**src/rtl/qsys_width_bridge_pkg.sv**
```systemverilog
// Shared types and lane-walk helpers for the Qsys width bridge.
package qsys_bridge_pkg;

  // Upper bound on lanes; masks are zero-padded to this width for the helpers.
  localparam int MAX_LANES = 32;

  typedef logic [MAX_LANES-1:0] lane_mask_t;

  typedef enum logic [1:0] {
    IDLE   = 2'd0,
    ACCESS = 2'd1,
    DONE   = 2'd2
  } state_e;

  function automatic logic lane_active(input lane_mask_t mask, input int i);
    return mask[i];
  endfunction

  // Lowest active lane strictly above cur, or nlanes when none remain.
  function automatic int next_lane(input lane_mask_t mask, input int cur, input int nlanes);
    int r;
    r = nlanes;
    for (int i = MAX_LANES - 1; i >= 0; i--)
      if (i > cur && i < nlanes && lane_active(mask, i)) r = i;
    return r;
  endfunction

endpackage

```
**src/rtl/qsys_width_bridge_if.sv**
```systemverilog
// Avalon-MM control-port bundle between the Qsys fabric and the bridge.
interface qsys_width_bridge_if #(
  parameter int ADDR_W = 8,
  parameter int AVS_DW = 32
);
  logic [ADDR_W-1:0]   avs_ctrl_address;
  logic [AVS_DW-1:0]   avs_ctrl_writedata;
  logic [AVS_DW/8-1:0] avs_ctrl_byteenable;
  logic                avs_ctrl_write;
  logic                avs_ctrl_read;
  logic [AVS_DW-1:0]   avs_ctrl_readdata;
  logic                avs_ctrl_waitrequest;

  modport slave (
    input  avs_ctrl_address, avs_ctrl_writedata, avs_ctrl_byteenable,
           avs_ctrl_write, avs_ctrl_read,
    output avs_ctrl_readdata, avs_ctrl_waitrequest
  );

  modport master (
    output avs_ctrl_address, avs_ctrl_writedata, avs_ctrl_byteenable,
           avs_ctrl_write, avs_ctrl_read,
    input  avs_ctrl_readdata, avs_ctrl_waitrequest
  );
endinterface

```
**src/rtl/qsys_width_bridge_lane_timer.sv**
```systemverilog
// Per-lane stall watchdog: reloaded at each lane start, counts stalled cycles down.
module qsys_lane_timer #(
  parameter int TIMEOUT = 255
) (
  input  logic clk_i,
  input  logic rst_ni,
  input  logic load_i,
  input  logic en_i,
  output logic expire_o
);
  localparam int TW = (TIMEOUT > 0) ? $clog2(TIMEOUT + 1) : 1;

  logic [TW-1:0] cnt_q, cnt_d;

  // Reload on lane start, otherwise decrement on each stalled cycle.
  always_comb begin
    cnt_d = cnt_q;
    if (load_i)                    cnt_d = TW'(TIMEOUT);
    else if (en_i && cnt_q != '0)  cnt_d = cnt_q - 1'b1;
  end

  // Counter register.
  always_ff @(posedge clk_i or negedge rst_ni)
    if (!rst_ni) cnt_q <= '0;
    else         cnt_q <= cnt_d;

  // Fires in the TIMEOUT-th stalled cycle; TIMEOUT of 0 never fires.
  assign expire_o = (TIMEOUT != 0) && en_i && (cnt_q == TW'(1));

endmodule

```
**src/rtl/qsys_width_bridge.sv**
```systemverilog
// Splits wide Avalon accesses into per-lane narrow device accesses, LSB lane first.
module qsys_width_bridge
  import qsys_bridge_pkg::*;
#(
  parameter int ADDR_W  = 8,
  parameter int AVS_DW  = 32,
  parameter int DEV_DW  = 8,
  parameter int TIMEOUT = 255,
  localparam int LANES  = AVS_DW / DEV_DW,
  localparam int LW     = (LANES > 1) ? $clog2(LANES) : 1,
  localparam int BPL    = DEV_DW / 8
) (
  input  logic                   csi_MCLK_clk,
  input  logic                   rsi_MRST_reset_n,
  qsys_width_bridge_if.slave     avs,
  output logic                   device_reset_n,
  output logic                   device_clk,
  output logic [ADDR_W+LW-1:0]   device_address,
  output logic [DEV_DW-1:0]      device_writedata,
  output logic                   device_write,
  output logic                   device_read,
  input  logic [DEV_DW-1:0]      device_readdata,
  input  logic                   device_waitrequest,
  output logic                   bridge_timeout
);

  logic rst_meta_q, rst_sync_q;
  state_e state_q, state_d;
  logic [ADDR_W-1:0] addr_q, addr_d;
  logic [AVS_DW-1:0] wdata_q, wdata_d, rdata_q, rdata_d;
  logic [LANES-1:0]  mask_q, mask_d, be_mask;
  logic [LW-1:0]     lane_q, lane_d;
  logic              rd_q, rd_d, dev_rd_q, dev_rd_d, dev_wr_q, dev_wr_d, tmo_q, tmo_d;
  logic [ADDR_W+LW-1:0] dev_addr_q, dev_addr_d;
  logic [DEV_DW-1:0] dev_wdata_q, dev_wdata_d;
  logic              req, strobe, tmr_load, expire;
  int                nxt;

  assign device_reset_n = rsi_MRST_reset_n;
  assign device_clk     = csi_MCLK_clk;

  // Reset asserts asynchronously, releases two clocks later.
  always_ff @(posedge csi_MCLK_clk or negedge rsi_MRST_reset_n)
    if (!rsi_MRST_reset_n) {rst_sync_q, rst_meta_q} <= 2'b00;
    else                   {rst_sync_q, rst_meta_q} <= {rst_meta_q, 1'b1};

  assign req    = avs.avs_ctrl_read | avs.avs_ctrl_write;
  assign strobe = dev_rd_q | dev_wr_q;
  assign avs.avs_ctrl_waitrequest = req & (state_q != DONE);
  assign avs.avs_ctrl_readdata    = rdata_q;

  // A lane is active if any of its bytes is enabled.
  always_comb begin
    be_mask = '0;
    for (int i = 0; i < LANES; i++) be_mask[i] = |avs.avs_ctrl_byteenable[i*BPL +: BPL];
  end

  qsys_lane_timer #(.TIMEOUT(TIMEOUT)) u_timer (
    .clk_i(csi_MCLK_clk), .rst_ni(rst_sync_q),
    .load_i(tmr_load), .en_i(strobe & device_waitrequest), .expire_o(expire)
  );

  // Transaction FSM: latch request, walk active lanes, present result for one cycle.
  always_comb begin
    state_d = state_q;   addr_d = addr_q;   wdata_d = wdata_q;  mask_d = mask_q;
    rd_d = rd_q;         rdata_d = rdata_q; lane_d = lane_q;
    dev_rd_d = dev_rd_q; dev_wr_d = dev_wr_q;
    dev_addr_d = dev_addr_q; dev_wdata_d = dev_wdata_q;
    tmo_d = 1'b0; tmr_load = 1'b0; nxt = LANES;
    unique case (state_q)
      IDLE: if (req) begin
        addr_d  = avs.avs_ctrl_address;
        wdata_d = avs.avs_ctrl_writedata;
        mask_d  = be_mask;
        rd_d    = avs.avs_ctrl_read;  // read wins over a simultaneous write
        rdata_d = '0;
        nxt = next_lane(lane_mask_t'(be_mask), -1, LANES);
        if (nxt < LANES) begin
          lane_d      = LW'(nxt);
          dev_rd_d    = avs.avs_ctrl_read;
          dev_wr_d    = ~avs.avs_ctrl_read;
          dev_addr_d  = {avs.avs_ctrl_address, LW'(nxt)};
          dev_wdata_d = avs.avs_ctrl_writedata[nxt*DEV_DW +: DEV_DW];
          tmr_load    = 1'b1;
          state_d     = ACCESS;
        end else begin
          state_d = DONE;
        end
      end
      ACCESS: begin
        if (!strobe) begin
          // Gap cycle between lanes: re-raise the strobe for the new lane.
          dev_rd_d = rd_q;
          dev_wr_d = ~rd_q;
          tmr_load = 1'b1;
        end else if (!device_waitrequest || expire) begin
          if (rd_q) rdata_d[lane_q*DEV_DW +: DEV_DW] = expire ? '1 : device_readdata;
          tmo_d    = expire;
          dev_rd_d = 1'b0;
          dev_wr_d = 1'b0;
          nxt = next_lane(lane_mask_t'(mask_q), int'(lane_q), LANES);
          if (nxt < LANES) begin
            lane_d      = LW'(nxt);
            dev_addr_d  = {addr_q, LW'(nxt)};
            dev_wdata_d = wdata_q[nxt*DEV_DW +: DEV_DW];
          end else begin
            state_d = DONE;
          end
        end
      end
      DONE:    state_d = IDLE;
      default: state_d = IDLE;
    endcase
  end

  // State and registered device-side outputs.
  always_ff @(posedge csi_MCLK_clk or negedge rst_sync_q)
    if (!rst_sync_q) begin
      state_q <= IDLE;  addr_q <= '0;  wdata_q <= '0;  mask_q <= '0;  rd_q <= 1'b0;
      rdata_q <= '0;    lane_q <= '0;  dev_rd_q <= 1'b0; dev_wr_q <= 1'b0;
      dev_addr_q <= '0; dev_wdata_q <= '0; tmo_q <= 1'b0;
    end else begin
      state_q <= state_d;  addr_q <= addr_d;  wdata_q <= wdata_d;  mask_q <= mask_d;  rd_q <= rd_d;
      rdata_q <= rdata_d;  lane_q <= lane_d;  dev_rd_q <= dev_rd_d; dev_wr_q <= dev_wr_d;
      dev_addr_q <= dev_addr_d; dev_wdata_q <= dev_wdata_d; tmo_q <= tmo_d;
    end

  assign device_read      = dev_rd_q;
  assign device_write     = dev_wr_q;
  assign device_address   = dev_addr_q;
  assign device_writedata = dev_wdata_q;
  assign bridge_timeout   = tmo_q;

endmodule

```
**src/flat_wrapper.sv**
```systemverilog
// flat-port wrapper written by rule: the top's interface ports become plain ports
module qsys_width_bridge_flat import qsys_bridge_pkg::*;
#(
  parameter int ADDR_W  = 8,
  parameter int AVS_DW  = 32,
  parameter int DEV_DW  = 8,
  parameter int TIMEOUT = 255,
  localparam int LANES  = AVS_DW / DEV_DW,
  localparam int LW     = (LANES > 1) ? $clog2(LANES) : 1,
  localparam int BPL    = DEV_DW / 8
)
  (csi_MCLK_clk, rsi_MRST_reset_n, device_reset_n, device_clk, device_address, device_writedata, device_write, device_read, device_readdata, device_waitrequest, bridge_timeout, avs_avs_ctrl_address, avs_avs_ctrl_writedata, avs_avs_ctrl_byteenable, avs_avs_ctrl_write, avs_avs_ctrl_read, avs_avs_ctrl_readdata, avs_avs_ctrl_waitrequest);
  qsys_width_bridge_if #(.ADDR_W(ADDR_W), .AVS_DW(AVS_DW)) avs_i ();
  input  logic csi_MCLK_clk;
  input  logic rsi_MRST_reset_n;
  output logic device_reset_n;
  output logic device_clk;
  output logic [ADDR_W+LW-1:0] device_address;
  output logic [DEV_DW-1:0] device_writedata;
  output logic device_write;
  output logic device_read;
  input  logic [DEV_DW-1:0] device_readdata;
  input  logic device_waitrequest;
  output logic bridge_timeout;
  input wire logic [$bits(avs_i.avs_ctrl_address)-1:0] avs_avs_ctrl_address;
  input wire logic [$bits(avs_i.avs_ctrl_writedata)-1:0] avs_avs_ctrl_writedata;
  input wire logic [$bits(avs_i.avs_ctrl_byteenable)-1:0] avs_avs_ctrl_byteenable;
  input wire logic [$bits(avs_i.avs_ctrl_write)-1:0] avs_avs_ctrl_write;
  input wire logic [$bits(avs_i.avs_ctrl_read)-1:0] avs_avs_ctrl_read;
  output wire logic [$bits(avs_i.avs_ctrl_readdata)-1:0] avs_avs_ctrl_readdata;
  output wire logic [$bits(avs_i.avs_ctrl_waitrequest)-1:0] avs_avs_ctrl_waitrequest;
  assign avs_i.avs_ctrl_address = avs_avs_ctrl_address;
  assign avs_i.avs_ctrl_writedata = avs_avs_ctrl_writedata;
  assign avs_i.avs_ctrl_byteenable = avs_avs_ctrl_byteenable;
  assign avs_i.avs_ctrl_write = avs_avs_ctrl_write;
  assign avs_i.avs_ctrl_read = avs_avs_ctrl_read;
  assign avs_avs_ctrl_readdata = avs_i.avs_ctrl_readdata;
  assign avs_avs_ctrl_waitrequest = avs_i.avs_ctrl_waitrequest;
  qsys_width_bridge #(.ADDR_W(ADDR_W), .AVS_DW(AVS_DW), .DEV_DW(DEV_DW), .TIMEOUT(TIMEOUT)) u_core (.csi_MCLK_clk(csi_MCLK_clk), .rsi_MRST_reset_n(rsi_MRST_reset_n), .avs(avs_i), .device_reset_n(device_reset_n), .device_clk(device_clk), .device_address(device_address), .device_writedata(device_writedata), .device_write(device_write), .device_read(device_read), .device_readdata(device_readdata), .device_waitrequest(device_waitrequest), .bridge_timeout(bridge_timeout));
endmodule
```
**config.mk**
```make
export PLATFORM = sky130hd
export DESIGN_NAME = qsys_width_bridge_flat
export DESIGN_NICKNAME = d
export VERILOG_FILES = /design/src/rtl/qsys_width_bridge_pkg.sv /design/src/rtl/qsys_width_bridge_if.sv /design/src/rtl/qsys_width_bridge_lane_timer.sv /design/src/rtl/qsys_width_bridge.sv /design/src/flat_wrapper.sv
export SDC_FILE = /design/constraint.sdc
export NUM_CORES = 1
export LEC_CHECK = 0
export ABC_AREA = 1
export BUFFER_PORTS_ARGS = -buffer_cell sky130_fd_sc_hd__buf_4
export CAP_MARGIN = 5
export CORE_MARGIN = 2
export CORE_UTILIZATION = 40
export DETAILED_ROUTE_END_ITERATION = 6
export MAX_ROUTING_LAYER = met4
export SLEW_MARGIN = 20
export SYNTH_ARGS = -nofsm -noshare
export SYNTH_HDL_FRONTEND = slang
export SYNTH_HIERARCHICAL = 1
export SYNTH_SLANG_ARGS = --single-unit
export TNS_END_PERCENT = 1
```
**constraint.sdc**
```tcl
create_clock -name csi_MCLK_clk -period 8.6 [get_ports csi_MCLK_clk]
set_input_delay 1.29 -clock csi_MCLK_clk [delete_from_list [all_inputs] [get_ports csi_MCLK_clk]]
set_output_delay 1.29 -clock csi_MCLK_clk [all_outputs]
set_load 0.005 [all_outputs]
```
**Word-level counts from Yosys, hierarchy flattened**

Cells that the tools add are included.
Widths: inputs -> output; s select.

- Register bits after elaboration: 112
- Bits of input ports: 57
- Output and inout bits: 56
- Logic and storage cells: 120

- Add/sub/neg operators: 2
- $lt $le $gt $ge: 5
- Equality and inequality tests: 11
- Shift operators: 4
- Multiplexer cells: 61
- Bitwise logic cells: 6
- Reductions and logical operators: 16

Operators with widths:

| kind | number |
|---|---|
| $mux 32 | 9 |
| $lt 32x4->1 const B | 2 |
| $mux 8 | 8 |
| $pmux 32 s2 | 1 |
| $shiftx 32x32->8 | 2 |
| $mux 10 | 5 |
| $neg 5->34 | 1 |
| $shift 8x34->32 const A | 1 |
| $shiftx 8x34->32 | 1 |
| $bwmux 32 | 1 |
| $mux 3 | 7 |
| $mux 2 | 10 |
| $pmux 10 s2 | 1 |
| $pmux 8 s2 | 1 |
| $mux 1 | 13 |
| $ne 2x1->1 const B | 6 |
| $eq 8x1->1 const B | 1 |
| $pmux 2 s2 | 2 |
| $reduce_and 4->1 | 2 |
| $reduce_bool 8->1 | 1 |
| $sub 8x1->8 const B | 1 |
| $pmux 1 s2 | 3 |
| $reduce_and 6->1 | 1 |
| $logic_and 1x1->1 | 5 |
| other kinds (14) | 20 |

**Logic depth before layout (Yosys ltp)**

- Depth after elaboration: 13
- Depth in mapped cells: 14

**Modules after synthesis**

Netlist, hierarchy kept.

Modules (own cells, without submodules):

| module | times used | cells an instance | area an instance (um2) | seq. area each (um2) |
|---|---|---|---|---|
| qsys_width_bridge | 1 | 654 | 5168.7 | 2527.4 |
| qsys_lane_timer | 1 | 84 | 573.0 | 200.2 |

==> flow_metrics.env <==
export IMPL_status="finished clean"
export IMPL_antenna_found_initial=0
export IMPL_via_per_inst=5.10
export IMPL_drive_gt1_share_pct=20.5
export IMPL_design_area_um2=7060
export IMPL_cp_max_fo=2
export IMPL_synth_area_um2=5740
export IMPL_clock_skew_final_ps=4.93
export IMPL_initial_core_util_pct=41.2
export IMPL_peakVddDrop_mv=0.154
export IMPL_netlist_instances=738
export IMPL_cts_tree="done"
export IMPL_rrSetupSlack_ps=5170
export IMPL_drc=0
export IMPL_area_growth_pct=22.9
export IMPL_fillers=1376
export IMPL_final_cell_mix="183 x nand2_1, 114 x buf_4, 108 x dfrtp_1"
export IMPL_wl_met2_mm=6.82
export IMPL_dpl_hpwl_mm=10.6
export IMPL_max_cap_violations=0
export IMPL_end_kind="output pin"
export IMPL_grt_pass1_wl_mm=24.7
export IMPL_drt_iter0_markers=445
export IMPL_required_ps=7310
export IMPL_worstSetupPathType="clk -> out"
export IMPL_post_cts_buffers=0
export IMPL_ff_latch_area_um2=2730
export IMPL_multiInputGateArea_um2=2490
export IMPL_relSlewSlack_pct=38.5
export IMPL_grt_ovfl_total=0
export IMPL_final_max_slew_viol_count=0
export IMPL_core_um2=13900
export IMPL_gp_congestion=0.844
export IMPL_fin_hold_ws_ps=239
export IMPL_met3_length_um=918
export IMPL_rsz0062_at_grt="no"
export IMPL_r2r_cells=10
export IMPL_cts_clk_slew_worst_paths_ps=70
export IMPL_first_pass_iters=5
export IMPL_grt_pass1_vias=4951
export IMPL_die_area_um2=15300
export IMPL_highest_layer="met4"
export IMPL_hold_class="reg -> async"
export IMPL_synth_fp_nets=803
export IMPL_ant_nets=0
export IMPL_tightestPinTransition_ps=923
export IMPL_placedInstanceArea_um2=6670
export IMPL_power_leakage_nw=3.62
export IMPL_io_pins=113
export IMPL_hold_buffers=0
export IMPL_yosysSeqAreaShare_pct=47.5
export IMPL_routed_wl_mm=15.1
export IMPL_synth_seq_cells=109
export IMPL_nets=901
export IMPL_finalSetupViolations=0
export IMPL_yosysUniqueCellTypes=32
export IMPL_crit_arrival_ps=4670
export IMPL_antennaDiodeCount=0
export IMPL_start_kind="clock port"
export IMPL_grt_max_degree=81
export IMPL_power_total_mw=2.52
export IMPL_row_count=43
export IMPL_numPortBuffers=112
export IMPL_ys_warn_count=6
export IMPL_die_w_um=124
export IMPL_finalHoldViolations=0
export IMPL_tns_ps=0
export IMPL_wl_per_cell_um=14.8
export IMPL_die_h_um=124
export IMPL_avgSynthCellArea_um2=7.78
export IMPL_power_density_nw_per_um2=357
export IMPL_clkLatencyLatePin_ps=460
export IMPL_num_vias=5211
export IMPL_ctsResizeCount=0
export IMPL_grt_total_usage_pct=21.7
export IMPL_wl_met1_mm=7.15
export IMPL_mostFrequentLayoutCell="nand2_1"
==> worst max-delay path, stage by stage <==
cell	delay, ps
clkbuf_16	120
clkbuf_16	130
buf_4	120
==> state kept, by name, summed over array words and instances, names as in the netlist, 2 cells and up <==
| register | count |
|---|---|
| u_core/avs.avs_ctrl_readdata | 32 |
| u_core/addr_q | 8 |
| u_core/mask_q | 3 |
| u_core/device_writedata | 8 |
| u_core/u_timer/cnt_q | 8 |
| u_core/device_address | 9 |
| u_core/state_q | 2 |
| u_core/wdata_q | 32 |
==> final cells by class <==
class                   instances  share of cell area [%]
clock buffers                  15                    4.47
clock inverters                 5                    1.06
inverters                      97                    5.16
multi-input cells             501                    35.3
flip-flops and latches        109                    38.7
well taps                     180                    3.19
repair buffers                114                    12.2
==> where the power goes <==
group	leakage, nW	total (mW)	internal [mW]	switching (mW)
logic	2.09	1.18	0.420	0.758
registers	1.33	0.825	0.708	0.117
clock network	0.195	0.518	0.319	0.199
==> routing by layer <==
metal / up-vias / track usage (%)
met5: - / -
met4: 0 / 10.2
met3: 18 / 4.67
met2: 165 / 31.5
met1: 2458 / 29.0
li1: 2570 / -
==> cells in the mapped netlist (all sizes together) <==
library cell / number / area share [%]
o21ai: 70 / 6.2
nand3b: 4 / 0.52
nor4: 3 / 0.54
a21oi: 32 / 3.6
or2: 1 / 0.11
nand2: 192 / 13
clkbuf: 17 / 1.1
inv: 97 / 6.3
nand3: 99 / 8.7
dfrtp: 109 / 48
o21a: 8 / 1.0
ha: 8 / 1.7
conb: 1 / 0.065
nor2: 57 / 4.1
o22ai: 2 / 0.22
buf: 14 / 1.7
nand4: 2 / 0.22
nor3: 13 / 1.2
mux2: 9 / 1.8
==> worst paths after layout <==
path,from,endpoint
hold reg to reg,u_core/rst_sync_q$_DFF_PN0_,u_core/avs.avs_ctrl_readdata[5]$_DFFE_PN0P_
min in group csi_MCLK_clk,u_core/rst_meta_q$_DFF_PN0_,u_core/rst_sync_q$_DFF_PN0_
hold / removal,u_core/rst_sync_q$_DFF_PN0_,u_core/avs.avs_ctrl_readdata[5]$_DFFE_PN0P_
max in group asynchronous,u_core/rst_sync_q$_DFF_PN0_,u_core/avs.avs_ctrl_readdata[29]$_DFFE_PN0P_
setup reg to reg,u_core/lane_q[0]$_DFFE_PN0P_,u_core/device_address[1]$_DFFE_PN0P_
setup / recovery,csi_MCLK_clk,device_clk
==> stage by stage <==
stage	setup slack [ps]	utilization, %	std cells
2_1_floorplan	2900	-	738
3_3_place_gp	2900	47.9	1002
3_5_place_dp	2900	47.9	1002
4_1_cts	2640	50.6	1021
5_1_grt	2640	50.7	1021
6_report	2640	50.7	1021
==> logic make-up after synthesis <==
group,after synthesis,synth area share (%)
adder cells (fa/ha/maj),8,1.74
AO/OA/AOI/OAI,112,11.1
buffers and inverters,128,9.20
other,1,0.0653
multiplexers,9,1.77
AND/OR/NAND/NOR,371,28.7
flip-flops,109,47.5
(Power assumes the default switching activity.)
